<file path="src/rtl/controller_sequencer.sv">
// SAP-1 controller-sequencer: a fixed T1..T7 ring with INIT and an absorbing HALT.
// Control lines are decoded from the state register and the current opcode.
module controller_sequencer (
  input  logic       clock,
  input  logic       reset,
  input  logic [3:0] controller_input,
  output logic       pc_to_bus,
  output logic       inc_pc,
  output logic       load_mar,
  output logic       ram_to_bus,
  output logic       load_i,
  output logic       output_to_bus,
  output logic       load_a,
  output logic       a_to_bus,
  output logic       sub,
  output logic       alu_to_bus,
  output logic       load_b,
  output logic       load_out,
  output logic       halted,
  output logic [3:0] t_state
);

  localparam int unsigned STATE_W = 4;

  localparam logic [3:0] OP_LDA = 4'b0000;
  localparam logic [3:0] OP_ADD = 4'b0001;
  localparam logic [3:0] OP_SUB = 4'b0010;
  localparam logic [3:0] OP_OUT = 4'b1110;
  localparam logic [3:0] OP_HLT = 4'b1111;

  typedef enum logic [STATE_W-1:0] {
    S_INIT = 4'd0,
    S_T1   = 4'd1,
    S_T2   = 4'd2,
    S_T3   = 4'd3,
    S_T4   = 4'd4,
    S_T5   = 4'd5,
    S_T6   = 4'd6,
    S_T7   = 4'd7,
    S_HALT = 4'd8
  } state_t;

  state_t state, state_next;

  // State register; reset drops straight to INIT so every output clears at once.
  always_ff @(posedge clock or posedge reset) begin
    if (reset) state <= S_INIT;
    else       state <= state_next;
  end

  // Next-state and control decode.
  always_comb begin
    state_next    = S_INIT;
    pc_to_bus     = 1'b0;
    inc_pc        = 1'b0;
    load_mar      = 1'b0;
    ram_to_bus    = 1'b0;
    load_i        = 1'b0;
    output_to_bus = 1'b0;
    load_a        = 1'b0;
    a_to_bus      = 1'b0;
    sub           = 1'b0;
    alu_to_bus    = 1'b0;
    load_b        = 1'b0;
    load_out      = 1'b0;
    halted        = 1'b0;

    case (state)
      S_INIT: state_next = S_T1;
      S_T1: begin
        state_next = S_T2;
        pc_to_bus  = 1'b1;
        load_mar   = 1'b1;
      end
      S_T2: begin
        state_next = S_T3;
        inc_pc     = 1'b1;
      end
      S_T3: begin
        state_next = S_T4;
        ram_to_bus = 1'b1;
        load_i     = 1'b1;
      end
      // Opcode nibble is still settling in the instruction register here.
      S_T4: state_next = S_T5;
      S_T5: begin
        state_next = S_T6;
        case (controller_input)
          OP_LDA, OP_ADD, OP_SUB: begin
            output_to_bus = 1'b1;
            load_mar      = 1'b1;
          end
          OP_OUT: begin
            a_to_bus = 1'b1;
            load_out = 1'b1;
          end
          OP_HLT: begin
            halted     = 1'b1;
            state_next = S_HALT;
          end
          default: ;
        endcase
      end
      S_T6: begin
        state_next = S_T7;
        case (controller_input)
          OP_LDA: begin
            ram_to_bus = 1'b1;
            load_a     = 1'b1;
          end
          OP_ADD, OP_SUB: begin
            ram_to_bus = 1'b1;
            load_b     = 1'b1;
          end
          default: ;
        endcase
      end
      S_T7: begin
        state_next = S_T1;
        if (controller_input == OP_ADD || controller_input == OP_SUB) begin
          alu_to_bus = 1'b1;
          load_a     = 1'b1;
          sub        = (controller_input == OP_SUB);
        end
      end
      S_HALT: begin
        state_next = S_HALT;
        halted     = 1'b1;
      end
      default: state_next = S_INIT;
    endcase
  end

  assign t_state = STATE_W'(state);

endmodule

</file>
<file path="config.mk">
export PLATFORM = sky130hd
export DESIGN_NAME = controller_sequencer
export DESIGN_NICKNAME = d
export VERILOG_FILES = /design/src/rtl/controller_sequencer.sv
export SDC_FILE = /design/constraint.sdc
export NUM_CORES = 1
export LEC_CHECK = 0
export CORE_AREA = 2 2 39 41
export DETAILED_ROUTE_END_ITERATION = 16
export DIE_AREA = 0 0 41 43
export DONT_BUFFER_PORTS = 1
export GPL_ROUTABILITY_DRIVEN = 0
export PLACE_DENSITY_LB_ADDON = 0.08
export SLEW_MARGIN = 20
export SYNTH_ARGS = -nofsm -noshare
export SYNTH_HDL_FRONTEND = slang
export SYNTH_SLANG_ARGS = --single-unit
</file>
<file path="constraint.sdc">
create_clock -name clock -period 1.26 [get_ports clock]
set_input_delay 0.252 -clock clock [delete_from_list [all_inputs] [get_ports clock]]
set_output_delay 0.252 -clock clock [all_outputs]
set_load 0.02 [all_outputs]
</file>
* Word level (Yosys, flattened, before mapping)
Index checks and enable logic that the tools add are counted.
Storage, ports and cells: register bits after elaboration 4, bits in latches 0, bits in writable memories 0, bits in read-only memories 0, bits of input ports 6, output and inout bits 17, memories 0
Operators by class: add/subtract/negate cells 0, multiply operators 0, divide/modulo/power cells 0, order comparisons 0, equal/unequal tests 12, shift operators 0, muxes and demuxes 21, bitwise operators 0, reduce and logical (&&, ||, !) cells 6
Operators by type and width (number):
- one-hot mux 4 bit (8 select lines) | 1
- == test 4 x 3 -> 1 bit (second input constant) | 4
- 2-to-1 mux 1 bit | 15
- == test 4 x 2 -> 1 bit (second input constant) | 3
- == test 4 bit (second input constant) | 3
- == test 4 x 1 -> 1 bit (second input constant) | 2
- logical NOT 4 bit | 2
- one-hot mux 1 bit (2 select lines) | 4
- 2-to-1 mux 4 bit | 1
- OR reduction 2 bit | 2
- OR reduction 3 bit | 1
- logical OR 1 bit | 1

* Logic depth before layout (Yosys ltp)
Gate-level depths: netlist of the first run.
depth in word-level cells 4, mapped depth 4, mapped depth without buffers 3

* Worst setup path before layout of the first run
Ideal clock, no wire load.
kind reg2out, from register state[1], in the netlist t_state[1], to output load_out, data arrival time 1933 ps, data required time 1008 ps, setup slack -925 ps, stages on the path, launching flop included 5, cell sequence dfrtp_1 -> buf_6 -> nand2b_1 -> nor4b_1 -> buf_4
On the way: word-level cells in the longest chain between the ends 2
RTL lines:
- start, declared | RTL line 43 | state_t state, state_next;
- start signal, assigned | RTL line 48 | else state <= state_next;
- == test 4 x 3 -> 1 bit
- 2-to-1 mux 1 bit
- end, declared | RTL line 18 | output logic load_out,
No other way between the ends.

* Worst setup path in the final report of the first run
from register state[3], in the netlist t_state[3], to output sub
On the way: word-level cells in the longest chain between the ends 2
RTL lines:
- == test 4 x 3 -> 1 bit | RTL line 68 | case (state)
- 2-to-1 mux 1 bit | RTL line 68
- end, declared | RTL line 15 | output logic sub,
No other way between the ends.

==> results of run 1 <==
[through the flow]
| stage | area (um^2) | worst slack [ps] | instances | total power, mW | util |
|---|---|---|---|---|---|
| 2_1_floorplan | 447.9 | -321.5 | 44 | 0.9683 | - |
| 3_3_place_gp | 550.5 | -121.9 | 72 | 1.206 | 0.3978 |
| 3_5_place_dp | 550.5 | -131.7 | 72 | 1.217 | 0.3978 |
| 4_1_cts | 606.8 | -382.2 | 77 | 1.463 | 0.4385 |
| 5_1_grt | 618.1 | -433.5 | 77 | 1.576 | 0.4467 |
| 6_report | 618.1 | -358.4 | 77 | 1.475 | 0.4467 |
[layer usage]
metal,up-vias,track usage,wire (um)
li1,191,-,-
met1,185,0.1410,368
met2,17,0.2188,547
met3,0,0.02094,86
met4,0,0.08000,0
met5,-,0,0
[worst max path at each step]
stage                     slack (ps)       end                 start  cells after the start
final                           -360       sub  t_state[3]$_DFF_PP0_                      3
after global routing            -430       sub  t_state[3]$_DFF_PP0_                      3
after CTS                       -380       sub  t_state[3]$_DFF_PP0_                      3
after detailed placement        -130       sub  t_state[2]$_DFF_PP0_                      3
after global placement          -120       sub  t_state[2]$_DFF_PP0_                      3
after floorplan                 -320  load_out  t_state[1]$_DFF_PP0_                      4
[critical path, stage by stage, from the launching register on]
cell      delay, ps
dfrtp_2         420
nor4b_4         240
buf_4           170
and4bb_2        300
[logic make-up after synthesis]
family                 count (synthesis)  synth area share
AND/OR/NAND/NOR                       25            0.4430
AO/OA/AOI/OAI                         10            0.1626
flip-flops                             4            0.2768
buffers and inverters                  4           0.09342
XOR/XNOR                               1           0.02423
[placed cells by master (no fill, tap or decap), types with 2 or more instances in the layout]
cell	synthesis	routed
clkbuf_4	0	3
nor4b_4	1	2
a21oi_1	7	5
nand4b_1	2	2
buf_6	2	2
dfrtp_2	0	4
nor3_1	2	2
nor2_4	0	6
nand2_2	1	2
nand2_1	5	4
buf_4	1	14
[what timing repair did]
item                                   CTS  global route
hold buffers                             1             0
buffers inserted                         1             0
setup endpoints to repair               13            13
gates resized for setup                  3             3
endpoints found under the hold margin    4             0
pin swaps                                4             1
[where the power goes]
group	total (mW)	switching, mW	internal (mW)
registers	0.269	0.0765	0.192
clock network	0.158	0.0514	0.106
logic	1.05	0.587	0.461
total	1.47	0.715	0.760
[cell type report]
cell class,count,area [um^2],area share
clock buffers,3,22.52,0.03644
flip-flops and latches,4,105.1,0.1700
multi-input cells,36,329.1,0.5324
repair buffers,17,137.6,0.2227
well taps,16,20.02,0.03239
inverters,1,3.754,0.006073
==> summary.txt, run 1 <==
Critical path
  • Critical path fanouts, max: 4
  • Critical Path End Type: primary output
  • Worst r2r dst: t_state[1]$_DFF_PP0_
  • Worst Path Arrival: 1370 ps
  • Reg2Reg Setup Slack: 130 ps
  • CP startpoint kind: flop
  • Setup CP Type: flop to primary output
  • Worst reg2reg path startpoint: t_state[0]$_DFF_PP0_
  • CP required: approximately 1000 ps
  • R2r worst-path depth: 5

Synth
  • Post-synthesis sequential area ratio: 0.2768
  • FFs w/ async S/R, synth: 1.000
  • Synth Instances: 44
  • Average footprint of a synthesized cell: slightly above 8 um^2
  • Number of enable flip-flop cells after synthesis: 0
  • Synth area leaders: dfrtp_1 28%, a21oi_1 9.7%, nor2_1 7.3%, nor4b_4 6.6%, buf_6 6.2%
  • Synthesis-stage register bit count: 4
  • Yosys top cell area share: 0.2768
  • Most instantiated cells after synthesis: 7 x a21oi_1, 7 x nor2_1, 5 x nand2_1
  • Synth unique cells: 21
  • Synthesized cell area: 361.6 um^2
  • Net count after synthesis: 50
  • Cell taking the most area after synthesis: dfrtp_1
  • Synth Flop Type: dfrtp_1
  • Number of synthesis warnings: 0

Floorplanning
  • Die ar.: 0.001763 mm^2
  • I/O Pins: 23
  • CORE AREA: 0.001384 mm^2
  • Starting density of the core: 0.2613
  • Die Wd: 41 um
  • Std cell rows: 14
  • Die Y: 43 um

Global routing
  • GRT Util Overall: 0.1304
  • Vias in the first global route: 382
  • Overflow after GRT: 0
  • Initial antenna violation count: 0
  • Pin count of the biggest net entering global routing: 7
  • First-pass GRT wire length: 1.552 mm

Routing
  • Drt wl/cell: 13.01 um
  • Residual DRC count: 0
  • Total Wirelength: 1.002 mm
  • Router iterations before antenna repair: 2
  • Routed via count: just under 400
  • Number of vias per cell: 5.104
  • First DRT Iteration DRCs: 2
  • Antenna Nets Post-Route: 0

Power
  • Peak supply drop: 834.1 uV
  • Static Leak: around 0.25 nW
  • Pwr per Cell Area: between 2000 and 2500 mW/mm^2

STA
  • Fin crit period: 1618 ps
  • Setup Skew: 0.1781 ps
  • Hold WS: ~350 ps
  • Worst-Margin Slew: 351.6 ps
  • Slew Limit Fails: 0
  • Highest Clock Rate: roughly 0.62 GHz
  • Slew headroom: 0.7656
  • Worst Slack Setup Final: -358.4 ps
  • Period Utilization, post-route: 1.284
  • Unrepaired setup endpoints after global routing: true
  • Final setup viols: 13
  • TNS Setup: -4059 ps
  • Final Hold Viols: 0

Layout
  • Layout cells sized above 1: 0.6393
  • Synth-to-layout area growth: 70.93%
  • Filler cells: 142
  • Antenna diode count: 0
  • Final net count: 69
  • Max reg flops: 4

Min path
  • Worst hold path class: input port to asynchronous set/reset pin

CTS
  • H-tree Lvls: 1
  • Clk sinks: 4
  • Total CTS buffers: 3
  • Max clock buf depth: 2
  • CTS root buffer: clkbuf_4
  • CTS tree: built
  • Worst-path clk slew: 40 ps
  • Worst skew pair latency: 230 ps

Outcome
  • Violated checks: setup timing
  • Status: complete, but fails checks

Flow run
  • Max cap viols: 0

Placed design
  • DP HPWL: 823.7 um
  • Port buffer count: 0
No activity file was read; power rests on OpenSTA's default activity.
==> run 2, diff against run 1 <==
Settings changed: HOLD_SLACK_MARGIN from default to 0.06.
==> results of run 2 <==
Final layout, timing and power as in run 1 (identical DEF).
==> run 3, diff against run 2 <==
Clock period 1.26 ns to 1.4 ns, I/O delays scaled along.
==> run 3 against run 2 <==
Net effect: the flow still finishes with violations (setup timing); final area increased by 3.8%; count of clock-buffer cells in the layout unchanged; total power decreased by 9.0%; clock skew increased by 0.87 ps; critical path depth increased by 1; global-route usage increased by 0.13 points; first-iteration DRC count decreased by 50%; combinational power decreased by 10%; core utilization increased by 1.7 points; routed wire length increased by 9.4%; largest cell class unchanged.
==> summary.txt, run 3 (synthesis results as in run 1) <==
STA
  • Fin crit period: 1693 ps
  • Worst Slack Setup Final: -292.7 ps
  • TNS Setup: -2864 ps
  • Highest Clock Rate: about 0.59 GHz
  • Period Utilization, post-route: 1.209
  • Setup Skew: around 1.1 ps
  • Final setup viols: 13
  • Final Hold Viols: 0
  • Worst-Margin Slew: 352.7 ps
  • Unrepaired setup endpoints after global routing: true
  • Hold WS: 371.3 ps
  • Slew Limit Fails: 0
  • Slew headroom: 0.7649

Critical path
  • CP required: 1120 ps
  • Setup CP Type: flop to primary output
  • R2r worst-path depth: 3
  • Worst Path Arrival: between 1000 and 1500 ps
  • CP top delay family: simple AND/OR/NAND/NOR gates
  • Reg2Reg Setup Slack: 270 ps
  • Critical Path End Type: primary output
  • Slowest-stage cell, CP: dfrtp_2
  • Critical path fanouts, max: 5
  • Worst reg2reg path startpoint: t_state[1]$_DFF_PP0_
  • CP peak stage delay: 430 ps
  • CP startpoint kind: flop
  • Crit-path cells: nor4b_4 > nand2_2 > nor2_1 > buf_4
  • Worst Path Buf+Inv: 1
  • Worst r2r dst: t_state[2]$_DFF_PP0_

Power
  • Pwr per Cell Area: 2092 mW/mm^2
  • Combinational power share: 0.701
  • Clock power share: 0.109
  • Net Sw Power: 671.9 uW
  • Peak supply drop: 959.4 uV
  • Static Leak: 0.2709 nW
  • Final Power: 1.343 mW
  • Switching Fraction: 0.5005
  • Reg power frac: 0.190
  • P_int: ~670 uW

Flow run
  • Max cap viols: 0

Floorplanning
  • I/O Pins: 23
  • Die ar.: roughly 0.0018 mm^2
  • Die Y: 43 um
  • Std cell rows: 14
  • Starting density of the core: 0.2613
  • Die Wd: approximately 40 um
  • CORE AREA: 0.001384 mm^2

Placed design
  • DP HPWL: 795.9 um
  • Pre-CTS setup slack: -67.70 ps
  • Placed Instance Area: 508.0 um^2
  • Dpl cells: 69
  • Port buffer count: 0

Global routing
  • Pin count of the biggest net entering global routing: 7
  • Overflow after GRT: 0
  • Initial antenna violation count: 0
  • Vias in the first global route: 389
  • GRT Util Overall: 0.1317
  • First-pass GRT wire length: 1.621 mm

Routing
  • First DRT Iteration DRCs: 1
  • Total Wirelength: 1.096 mm
  • Antenna Nets Post-Route: 0
  • Residual DRC count: 0
  • Number of vias per cell: 5.051
  • Router iterations before antenna repair: 2
  • Drt wl/cell: between 10 and 15 um
  • Routed via count: roughly 390

Outcome
  • Violated checks: setup timing
  • Status: complete, but fails checks

CTS
  • H-tree Lvls: 1
  • Clk sinks: 4
  • Max clock buf depth: 2
  • Total CTS buffers: 3
  • CTS root buffer: clkbuf_4
  • Worst-path clk slew: 40 ps
  • Worst skew pair latency: 230 ps
  • CTS tree: built

Layout
  • Fin area: 641.9 um^2
  • Final net count: 70
  • Non-Filler Instances: 78
  • Layout cells sized above 1: 0.6613
  • Most frequent cells in the layout: 14 x buf_4, 6 x nor2_4, 5 x a21oi_1, 4 x dfrtp_2
  • Antenna diode count: 0
  • Final core occ: 0.4638
  • Synth-to-layout area growth: 77.51%
  • Most common cell after layout, fill and taps aside: buf_4
  • Filler cells: 143
  • Max reg flops: 4

Min path
  • Worst hold path class: input port to asynchronous set/reset pin
==> run 3: cell count changes in the layout (fill, tap and decap cells not counted) <==
cell     before  now
buf_6         2    3
nand2_1       4    3
nand2_2       2    1
nand2_4       0    2
==> run 3: layout make-up <==
class | count | area (um^2) | area share
Clock buffer | 3 | 22.52 | 0.03509
Inverter | 1 | 3.754 | 0.005848
Multi-Input combinational cell | 36 | 341.6 | 0.5322
Sequential cell | 4 | 105.1 | 0.1637
Tap cell | 16 | 20.02 | 0.03119
Timing Repair Buffer | 18 | 148.9 | 0.2320
==> run 3: worst max path at each step <==
stage / startpoint / endpoint / slack (ps) / cells after the start
2_1_floorplan: t_state[1]$_DFF_PP0_ / load_out / -210 / 4
3_3_place_gp: t_state[3]$_DFF_PP0_ / load_mar / -40 / 3
3_5_place_dp: t_state[3]$_DFF_PP0_ / load_mar / -70 / 3
4_1_cts: t_state[3]$_DFF_PP0_ / output_to_bus / -290 / 4
5_1_grt: t_state[3]$_DFF_PP0_ / output_to_bus / -380 / 4
6_report: t_state[3]$_DFF_PP0_ / output_to_bus / -290 / 4
==> run 3: power groups by stage <==
stage	Sequential (mW)	Combinational (mW)	Clock (mW)
after global placement	0.247	0.754	0
after CTS	0.250	0.895	0.157
final	0.256	0.941	0.146
after detailed placement	0.247	0.769	0
after floorplan	0.282	0.548	0
after global routing	0.268	0.995	0.166
==> run 3: per-layer routing <==
metal | vias up | GRT usage | share of wire
li1 | 192 | - | -
met1 | 189 | 0.1581 | 0.42
met2 | 13 | 0.2219 | 0.52
met3 | 0 | 0.01047 | 0.063
met4 | 0 | 0.06000 | 0
met5 | - | 0 | 0
==> run 3: what timing repair did <==
item | CTS | global route
pin swaps | 6 | 4
gates resized for setup | 13 | 2
buffers inserted | 4 | 1
hold endpoints to repair | 4 | 0
hold buffers | 1 | 0
endpoints found under the setup margin | 13 | 13
